## config.mk

```make
export PLATFORM = sky130hd
export DESIGN_NAME = display_scan_formatter
export DESIGN_NICKNAME = d
export VERILOG_FILES = /design/src/rtl/disp_pkg.sv /design/src/rtl/disp_hex_ascii.sv /design/src/rtl/display_scan_formatter.sv
export SDC_FILE = /design/constraint.sdc
export NUM_CORES = 1
export LEC_CHECK = 0
export CAP_MARGIN = 20
export CORE_MARGIN = 1
export CORE_UTILIZATION = 48
export CTS_CLUSTER_SIZE = 8
export DETAILED_ROUTE_END_ITERATION = 10
export DONT_BUFFER_PORTS = 1
export GPL_ROUTABILITY_DRIVEN = 0
export GPL_TIMING_DRIVEN = 0
export PLACE_DENSITY = 0.73
export SYNTH_ARGS = -nofsm -noshare
export SYNTH_HDL_FRONTEND = slang
export SYNTH_SLANG_ARGS = --single-unit
```

## constraint.sdc

```tcl
create_clock -name clk -period 2.8 [get_ports clk]
set_input_delay 0.56 -clock clk [delete_from_list [all_inputs] [get_ports clk]]
set_output_delay 0.56 -clock clk [all_outputs]
set_load 0.05 [all_outputs]
```

## src/rtl/disp_pkg.sv

```systemverilog
// Shared constants, FSM encoding and the captured-slot record for the display scan formatter.
package disp_pkg;

    localparam int ENTRY_CHARS = 14;
    localparam int NAME_CHARS  = 5;
    localparam int HEX_DIGITS  = 8;

    localparam logic [7:0] SPACE = 8'h20;
    localparam logic [7:0] COLON = 8'h3A;

    typedef logic [2:0] state_t;

    localparam state_t ST_REQ     = 3'd0;
    localparam state_t ST_WAIT    = 3'd1;
    localparam state_t ST_CAPTURE = 3'd2;
    localparam state_t ST_EMIT    = 3'd3;
    localparam state_t ST_GAP     = 3'd4;

    typedef struct packed {
        logic        valid;
        logic [39:0] name;
        logic [31:0] value;
    } entry_t;

    // Unused name bytes arrive as 0x00 and must print as blanks.
    function automatic logic [7:0] name_char(input logic [7:0] b);
        return (b == 8'h00) ? SPACE : b;
    endfunction

endpackage

```

## src/rtl/disp_hex_ascii.sv

```systemverilog
// Combinational 4-bit nibble to uppercase ASCII hex digit.
module disp_hex_ascii (
    input  logic [3:0] nibble,
    output logic [7:0] ascii
);

    always_comb begin
        if (nibble < 4'd10) begin
            ascii = 8'h30 + {4'h0, nibble};
        end else begin
            ascii = 8'h37 + {4'h0, nibble};
        end
    end

endmodule

```

## src/rtl/display_scan_formatter.sv

```systemverilog
// Scans responder slots 1..NUM_ENTRIES and streams each as a 14-char ASCII line.
// Optional macro DISP_SKIP_INVALID_EN: unpopulated slots emit no characters.
module display_scan_formatter
    import disp_pkg::*;
#(
    parameter int NUM_ENTRIES = 44,
    parameter int FRAME_GAP   = 1000
) (
    input  logic        clk,
    input  logic        reset,
    output logic [5:0]  display_number,
    input  logic        display_valid,
    input  logic [39:0] display_name,
    input  logic [31:0] display_value,
    output logic        char_valid,
    input  logic        char_ready,
    output logic [7:0]  char_data,
    output logic [5:0]  char_row,
    output logic [3:0]  char_col,
    output logic        frame_done
);

    localparam logic [5:0] LAST_SLOT = 6'(NUM_ENTRIES);
    localparam logic [3:0] LAST_COL  = 4'(ENTRY_CHARS - 1);
    localparam logic [3:0] COLON_COL = 4'(NAME_CHARS);
    localparam int         GAP_W     = (FRAME_GAP > 1) ? $clog2(FRAME_GAP) : 1;
    localparam logic [GAP_W-1:0] GAP_LAST = GAP_W'((FRAME_GAP > 0) ? FRAME_GAP - 1 : 0);

    state_t           state;
    logic [5:0]       slot;
    logic [GAP_W-1:0] gap_cnt;
    entry_t           entry_q;
    entry_t           sel_entry;
    logic [3:0]       sel_col;
    logic [7:0]       name_byte;
    logic [3:0]       nibble;
    logic [7:0]       hex_char;
    logic [7:0]       next_char;
    logic             capture_emits;
    logic             line_end;

`ifdef DISP_SKIP_INVALID_EN
    assign capture_emits = display_valid;
`else
    assign capture_emits = 1'b1;
`endif

    assign line_end = ((state == ST_EMIT) && char_ready && (char_col == LAST_COL))
                   || ((state == ST_CAPTURE) && !capture_emits);

    // The character presented next is built either from the responder bus (col 0,
    // during capture) or from the latched entry (the column after the current one).
    always_comb begin
        sel_entry = entry_q;
        sel_col   = char_col + 4'd1;
        if (state == ST_CAPTURE) begin
            sel_entry.valid = display_valid;
            sel_entry.name  = display_name;
            sel_entry.value = display_value;
            sel_col         = 4'd0;
        end
    end

    always_comb begin
        name_byte = 8'h00;
        nibble    = 4'h0;
        case (sel_col)
            4'd0:    name_byte = sel_entry.name[39:32];
            4'd1:    name_byte = sel_entry.name[31:24];
            4'd2:    name_byte = sel_entry.name[23:16];
            4'd3:    name_byte = sel_entry.name[15:8];
            4'd4:    name_byte = sel_entry.name[7:0];
            4'd6:    nibble    = sel_entry.value[31:28];
            4'd7:    nibble    = sel_entry.value[27:24];
            4'd8:    nibble    = sel_entry.value[23:20];
            4'd9:    nibble    = sel_entry.value[19:16];
            4'd10:   nibble    = sel_entry.value[15:12];
            4'd11:   nibble    = sel_entry.value[11:8];
            4'd12:   nibble    = sel_entry.value[7:4];
            4'd13:   nibble    = sel_entry.value[3:0];
            default: ;
        endcase
    end

    disp_hex_ascii u_hex (
        .nibble (nibble),
        .ascii  (hex_char)
    );

    always_comb begin
        next_char = SPACE;
        if (sel_entry.valid) begin
            if (sel_col < COLON_COL) begin
                next_char = name_char(name_byte);
            end else if (sel_col == COLON_COL) begin
                next_char = COLON;
            end else begin
                next_char = hex_char;
            end
        end
    end

    // Main scan FSM; the end-of-line decision at the bottom overrides the per-state
    // next state so EMIT and a skipped CAPTURE share one slot-advance path.
    always_ff @(posedge clk) begin
        if (reset) begin
            state          <= ST_REQ;
            slot           <= 6'd1;
            gap_cnt        <= '0;
            entry_q        <= '0;
            display_number <= 6'd0;
            char_valid     <= 1'b0;
            char_data      <= 8'h00;
            char_row       <= 6'd0;
            char_col       <= 4'd0;
            frame_done     <= 1'b0;
        end else begin
            frame_done <= 1'b0;
            case (state)
                ST_REQ: begin
                    display_number <= slot;
                    state          <= ST_WAIT;
                end
                ST_WAIT: begin
                    state <= ST_CAPTURE;
                end
                ST_CAPTURE: begin
                    entry_q <= sel_entry;
                    if (capture_emits) begin
                        char_valid <= 1'b1;
                        char_data  <= next_char;
                        char_row   <= slot;
                        char_col   <= 4'd0;
                        state      <= ST_EMIT;
                    end
                end
                ST_EMIT: begin
                    if (char_ready) begin
                        if (char_col == LAST_COL) begin
                            char_valid <= 1'b0;
                        end else begin
                            char_col  <= char_col + 4'd1;
                            char_data <= next_char;
                        end
                    end
                end
                ST_GAP: begin
                    if (gap_cnt == GAP_LAST) begin
                        gap_cnt <= '0;
                        slot    <= 6'd1;
                        state   <= ST_REQ;
                    end else begin
                        gap_cnt <= gap_cnt + GAP_W'(1);
                    end
                end
                default: begin
                    state <= ST_REQ;
                end
            endcase

            if (line_end) begin
                if (slot == LAST_SLOT) begin
                    frame_done <= 1'b1;
                    if (FRAME_GAP == 0) begin
                        slot  <= 6'd1;
                        state <= ST_REQ;
                    end else begin
                        state <= ST_GAP;
                    end
                end else begin
                    slot  <= slot + 6'd1;
                    state <= ST_REQ;
                end
            end
        end
    end

endmodule

```

==> flow_summary.toml, run 1 <==
[yosys]
syn_area_um2 = 5330
ys.warnings.count = 0
syn_inst = 672
synth.area.top_cells = "dfxtp_1 (44%), nand2_1 (12%), a21oi_1 (8.7%)"
synth_top_area_frac = 0.443
yosys.cell_types.count = 66
syn_nets = 754
synth_edf_count = 0
synthFlopType = "dfxtp_1"
synth-seq-area-share = 0.443
synth-async-reset-ratio = 0
syn_avg_cell_area_um2 = 7.93
synth_area_leader_cell = "dfxtp_1"
synth-seq-cells = 118

[min_path]
whs_endpoint = "entry_q[38]"
holdPathStages = 2
hold_path_startpoint = "display_name[6]"
hp-class = "input port to flop"

[placement]
io_buffer_count = 0
post-place-ws_ns = -0.618
dpl.hpwl_mm = 10.8

[power_and_ir_drop]
power_density_nw_per_um2 = 676
peakVddDrop_mv = 0.445
intPower_mw = 3.27
power_switching_share = 0.246
power_frac_seq = 0.419
combinationalPowerShare = 0.085
p_leak_nw = 2.28
pwr-share-clk = 0.496
p_sw_mw = 1.07

[run_status]
status = "finished with violations"
violations = "negative setup slack"

[global_routing]
overflow = 0
grt_max_degree = 17
met3_usage = 0.107
grt_busiest_layer = "met2"
track_usage = 0.272
use_met1 = 0.343
antenna_found_initial = 0
met2_usage = 0.400
grt_pass1_wl_mm = 23.7
grt_pass1_vias = 4678

[setup_path]
path_class = "flop to flop"
rr_startpoint = "char_col[1]"
cp-end-kind = "flop"
slowest_stage = "dfxtp_4"
crit_start = "char_col[1]"
worstSetupStartpointType = "flop"
r2r_end = "char_data[5]"
worstPathArrival_ns = 3.26
crit_fanout = 8
critPathMaxStageDelay_ns = 0.51
r2r_slack_ns = -0.03
worstPathRequired_ns = 3.23
crit_path_cell_trace = "inv_2, ha_4, clkbuf_16, buf_4, mux2_2, a222oi_1, o32ai_2, o22ai_2, nor2_2, a2111oi_4"
r2r_cells = 10

[sta]
skew_ns = 0.00799
post-route-period-util = 1.01
finalSetupViolCount = 2
finalWorstPathRequiredPeriod_ns = 2.83
final_hold_viol_count = 0
worst_slack_ns = -0.0297
grt_setup_unrepaired = "true"
clock.fmax_mhz = 353
whs_ns = 0.162
drv_slew = 0
slew_headroom = 0.540
worst_slew_pin_slew_ns = 0.690

[drt]
vias = 5096
wl_mm = 15.7
via_per_inst = 5.95
drc = 0
drt_iter0_markers = 663
avgRoutedWirePerCell_um = 18.3
drtPass1Iterations = 6
ant_nets = 0

[layout]
fin_nets = 785
final_common_cell = "nand2_1"
drive_above_1_share = 0.141
syn_to_final_growth_pct = 20.2
final_cell_mix = "nand2_1 (177), dfxtp_1 (114), a21oi_1 (93)"
antennaDiodeCount = 0

[floorplanning]
die_w_um = 107
rows = 38
start_util = 0.492
io_pins = 102
dieArea_um2 = 11500
core_um2 = 10800
fp.dieH_um = 107

[clock_tree]
cts.sinks = 118
clkSlewWorstSetupHoldPaths_ns = 0.06
clockBufferDepth = 2
cts-root-buf = "clkbuf_8"
cts_tree = "built"
cts_max_level = 4
clock_latency_ns = 0.53
numCtsBuffers = 17

[flow_run]
max_cap_violations = 0
-- timing repair --
item	in CTS	in global routing
endpoints found under the setup margin	27	6
resized for setup	27	25
setup buffers	7	3
hold buffers	0	0
pin swaps	7	10
gates cloned	0	1
hold endpoints to repair	0	0
-- critical path, delay by kind of cell (launching register included) --
family                   cells  cell delay (ns)
buffers and inverters        3             0.34
AO/OA/AOI/OAI                4             1.14
AND/OR/NAND/NOR              1             0.09
adder cells (fa/ha/maj)      1             0.32
multiplexers                 1             0.32
flip-flops                   1             0.51
-- per-stage QoR --
step,util,instance area (µm²),setup TNS (ns),cells,total power [mW]
3_5_place_dp,0.509,5520,-9.92,813,2.17
2_1_floorplan,-,5330,0,672,2.07
6_report,0.591,6410,-0.0538,856,4.33
5_1_grt,0.591,6410,-0.282,856,4.48
4_1_cts,0.578,6260,0,852,4.33
3_3_place_gp,0.508,5510,-9.75,812,2.16
-- worst max path at each step --
stage / slack [ns] / to
after CTS: 0.002 / char_data[5]
final: -0.03 / char_data[5]
after floorplan: 0.006 / char_data[5]
after global placement: -0.60 / char_data[5]
after detailed placement: -0.62 / char_data[2]
after global routing: -0.10 / char_data[4]
-- flip-flops by register name, summed over array words and instances (netlist names) --
signal	cells
char_data	8
gap_cnt	10
entry_q	73
char_valid	1
frame_done	1
display_number	6
state	3
char_row	6
slot	6
char_col	4
-- synthesized netlist by cell type (8+ instances only) --
cell      instances
mux2i_1          17
xor2_1            9
nand2_1         177
dfxtp_1         118
clkbuf_1         27
nor3_1           12
nand3_1          14
inv_1            10
o21ai_0           8
nor2_1           60
a21oi_1          93
a22oi_1           9
-- layout make-up --
| class | count | area [µm²] |
|---|---|---|
| clock buffers | 22 | 453 |
| multi-input cells | 499 | 2880 |
| fillers | 941 | 4430 |
| repair buffers | 12 | 93.8 |
| plain buffers | 44 | 264 |
| flip-flops and latches | 118 | 2370 |
| inverters | 11 | 41.3 |
| clock inverters | 10 | 128 |
| well taps | 140 | 175 |
-- power groups by stage --
stage               registers [mW]  logic (mW)  clock network, mW
detailed placement            1.85       0.322                  0
CTS                           1.81       0.345               2.17
global route                  1.82       0.400               2.26
floorplan                     1.83       0.238                  0
finish                        1.81       0.370               2.15
global placement              1.85       0.313                  0
-- metal layers --
metal / share of wire / up-vias
li1: - / 2388
met1: 0.41 / 2348
met2: 0.43 / 300
met3: 0.12 / 60
met4: 0.037 / 0
met5: 0 / -
-- cells by family (layout without fill, tap and decap cells) --
group	Yosys count	in the layout	synth area share
muxes	24	24	0.0467
buffers and inverters	55	99	0.0472
adders and majority gates	6	6	0.0141
xor gates and xnor gates	16	16	0.0263
DFF	118	118	0.443
and+or+nand+nor	295	295	0.236
AOI/OAI and AO/OA	158	158	0.187
(Power assumes the default switching activity.)
==> run 2, diff against run 1 <==
- SKIP_CTS_REPAIR_TIMING: default -> 1
- SLEW_MARGIN: default -> 20
==> run 2 against run 1 <==
The flow still finishes with violations (negative setup slack). Final cell count unchanged. Power is 2.3% higher. Critical path depth down 2. Via count rose by 0.27%. Critical path type unchanged. Clock power is 5% higher. Highest routed layer unchanged. Clock skew grew 0.0029 ns. Setup slack worse by 0.017 ns.
==> flow_summary.toml, run 2 (synthesis results as in run 1) <==
[sta]
worst_slack_ns = -0.0466
final.setup.tns_ns = -0.0466
clock.fmax_mhz = 351
slew_headroom = 0.506
skew_ns = 0.0108
finalSetupViolCount = 1
drv_slew = 0
final_hold_viol_count = 0
whs_ns = 0.150
post-route-period-util = 1.02
worst_slew_pin_slew_ns = 0.741
finalWorstPathRequiredPeriod_ns = 2.85

[clock_tree]
numCtsBuffers = 17
cts-root-buf = "clkbuf_8"
clkSlewWorstSetupHoldPaths_ns = 0.06
clockBufferDepth = 2
cts.sinks = 118
cts_max_level = 4
cts_tree = "built"
clock_latency_ns = 0.54

[layout]
antennaDiodeCount = 0
utilization = 0.595
fin_nets = 785
final_cell_mix = "nand2_1 (177), dfxtp_1 (114), a21oi_1 (93)"
syn_to_final_growth_pct = 21.1
drive_above_1_share = 0.145
largestRegisters = "entry_q (73), gap_cnt (10), char_data (8)"
largest_register_ffs = 73
final_common_cell = "nand2_1"
largest-register = "entry_q"
fillerInstances = 919
finish.instance_area_um2 = 6450

[drt]
vias = 5110
drtPass1Iterations = 6
drt_iter0_markers = 544
via_per_inst = 5.97
avgRoutedWirePerCell_um = 18.5
drc = 0
ant_nets = 0
wl_mm = 15.8

[floorplanning]
fp.dieH_um = 107
io_pins = 102
start_util = 0.492
die_w_um = 107
dieArea_um2 = 11500
rows = 38
core_um2 = 10800

[setup_path]
r2r_slack_ns = -0.05
cp-end-kind = "flop"
worstSetupStartpointType = "flop"
worstPathRequired_ns = 3.24
crit_fanout = 10
r2r_cells = 8
path_class = "flop to flop"
rr_startpoint = "char_col[0]"
r2r_end = "char_data[4]"
worstPathArrival_ns = 3.28

[global_routing]
overflow = 0
grt_max_degree = 17
track_usage = 0.269
grt_pass1_wl_mm = 23.6
antenna_found_initial = 0
grt_pass1_vias = 4693

[power_and_ir_drop]
p_leak_nw = 2.29
peakVddDrop_mv = 0.338
power_density_nw_per_um2 = 687

[min_path]
hp-class = "input port to flop"
whs_endpoint = "entry_q[42]"
hold_path_startpoint = "display_name[10]"
holdPathStages = 2

[placement]
io_buffer_count = 0
placed_cell_area_um2 = 5510
dpl.hpwl_mm = 10.8

[flow_run]
max_cap_violations = 0

[run_status]
violations = "negative setup slack"
status = "finished with violations"
run 2: changes by cell type in the layout (fill, tap and decap cells not counted), sizes merged:
cell / change
bufinv: +1
clkinvlp: -1
buf: -3
clkbuf: +3
run 2: critical path: stages (launching register included):
cell and delay [ns]:
dfxtp_4 0.49, buf_4 0.27, nand3_2 0.20, xnor2_2 0.34
nand3_1 0.24, a311oi_1 0.59, o22ai_2 0.20, a21o_1 0.22
a22o_1 0.19
run 2: metal layers:
metal  part of all wire  routed length (µm)  vias up  track usage
li1                   -                   -     2386            -
met5                  0                   0        -            0
met3               0.12                1920       64       0.0908
met2               0.44                6990      298        0.412
met4              0.037                 590        0        0.131
met1               0.40                6310     2362        0.338
run 2: power breakdown:
part | internal (mW) | switching [mW] | total (mW) | leakage [nW]
registers | 1.74 | 0.0705 | 1.81 | 0.962
clock network | 1.49 | 0.762 | 2.25 | 0.301
logic | 0.131 | 0.237 | 0.367 | 1.02
run 2: per-stage QoR:
| step | power [mW] | setup slack [ns] | cells |
|---|---|---|---|
| finish | 4.43 | -0.0466 | 856 |
| global route | 4.56 | -0.124 | 856 |
| CTS | 4.39 | -0.633 | 844 |
| detailed placement | 2.17 | -0.640 | 812 |
| global placement | 2.16 | -0.595 | 812 |
| floorplan | 2.07 | 0.00624 | 672 |
run 2: worst max path at each step:
stage	startpoint	slack, ns	end	cells past startpoint
4_1_cts	char_col[1]	-0.63	char_data[2]	12
6_report	char_col[0]	-0.05	char_data[4]	8
5_1_grt	char_col[0]	-0.12	char_data[4]	8
2_1_floorplan	char_col[1]	0.006	char_data[5]	9
3_5_place_dp	char_col[1]	-0.64	char_data[2]	12
3_3_place_gp	char_col[1]	-0.60	char_data[5]	10
run 2: final cells by class:
cell class | count | area, µm² | area share
Clock buffer | 22 | 454 | 0.0704
Inverter | 11 | 43.8 | 0.00679
Timing Repair Buffer | 12 | 87.6 | 0.0136
Tap cell | 140 | 175 | 0.0271
Buffer | 44 | 256 | 0.0397
Clock inverter | 10 | 150 | 0.0233
Sequential cell | 118 | 2370 | 0.368
Multi-Input combinational cell | 499 | 2910 | 0.451
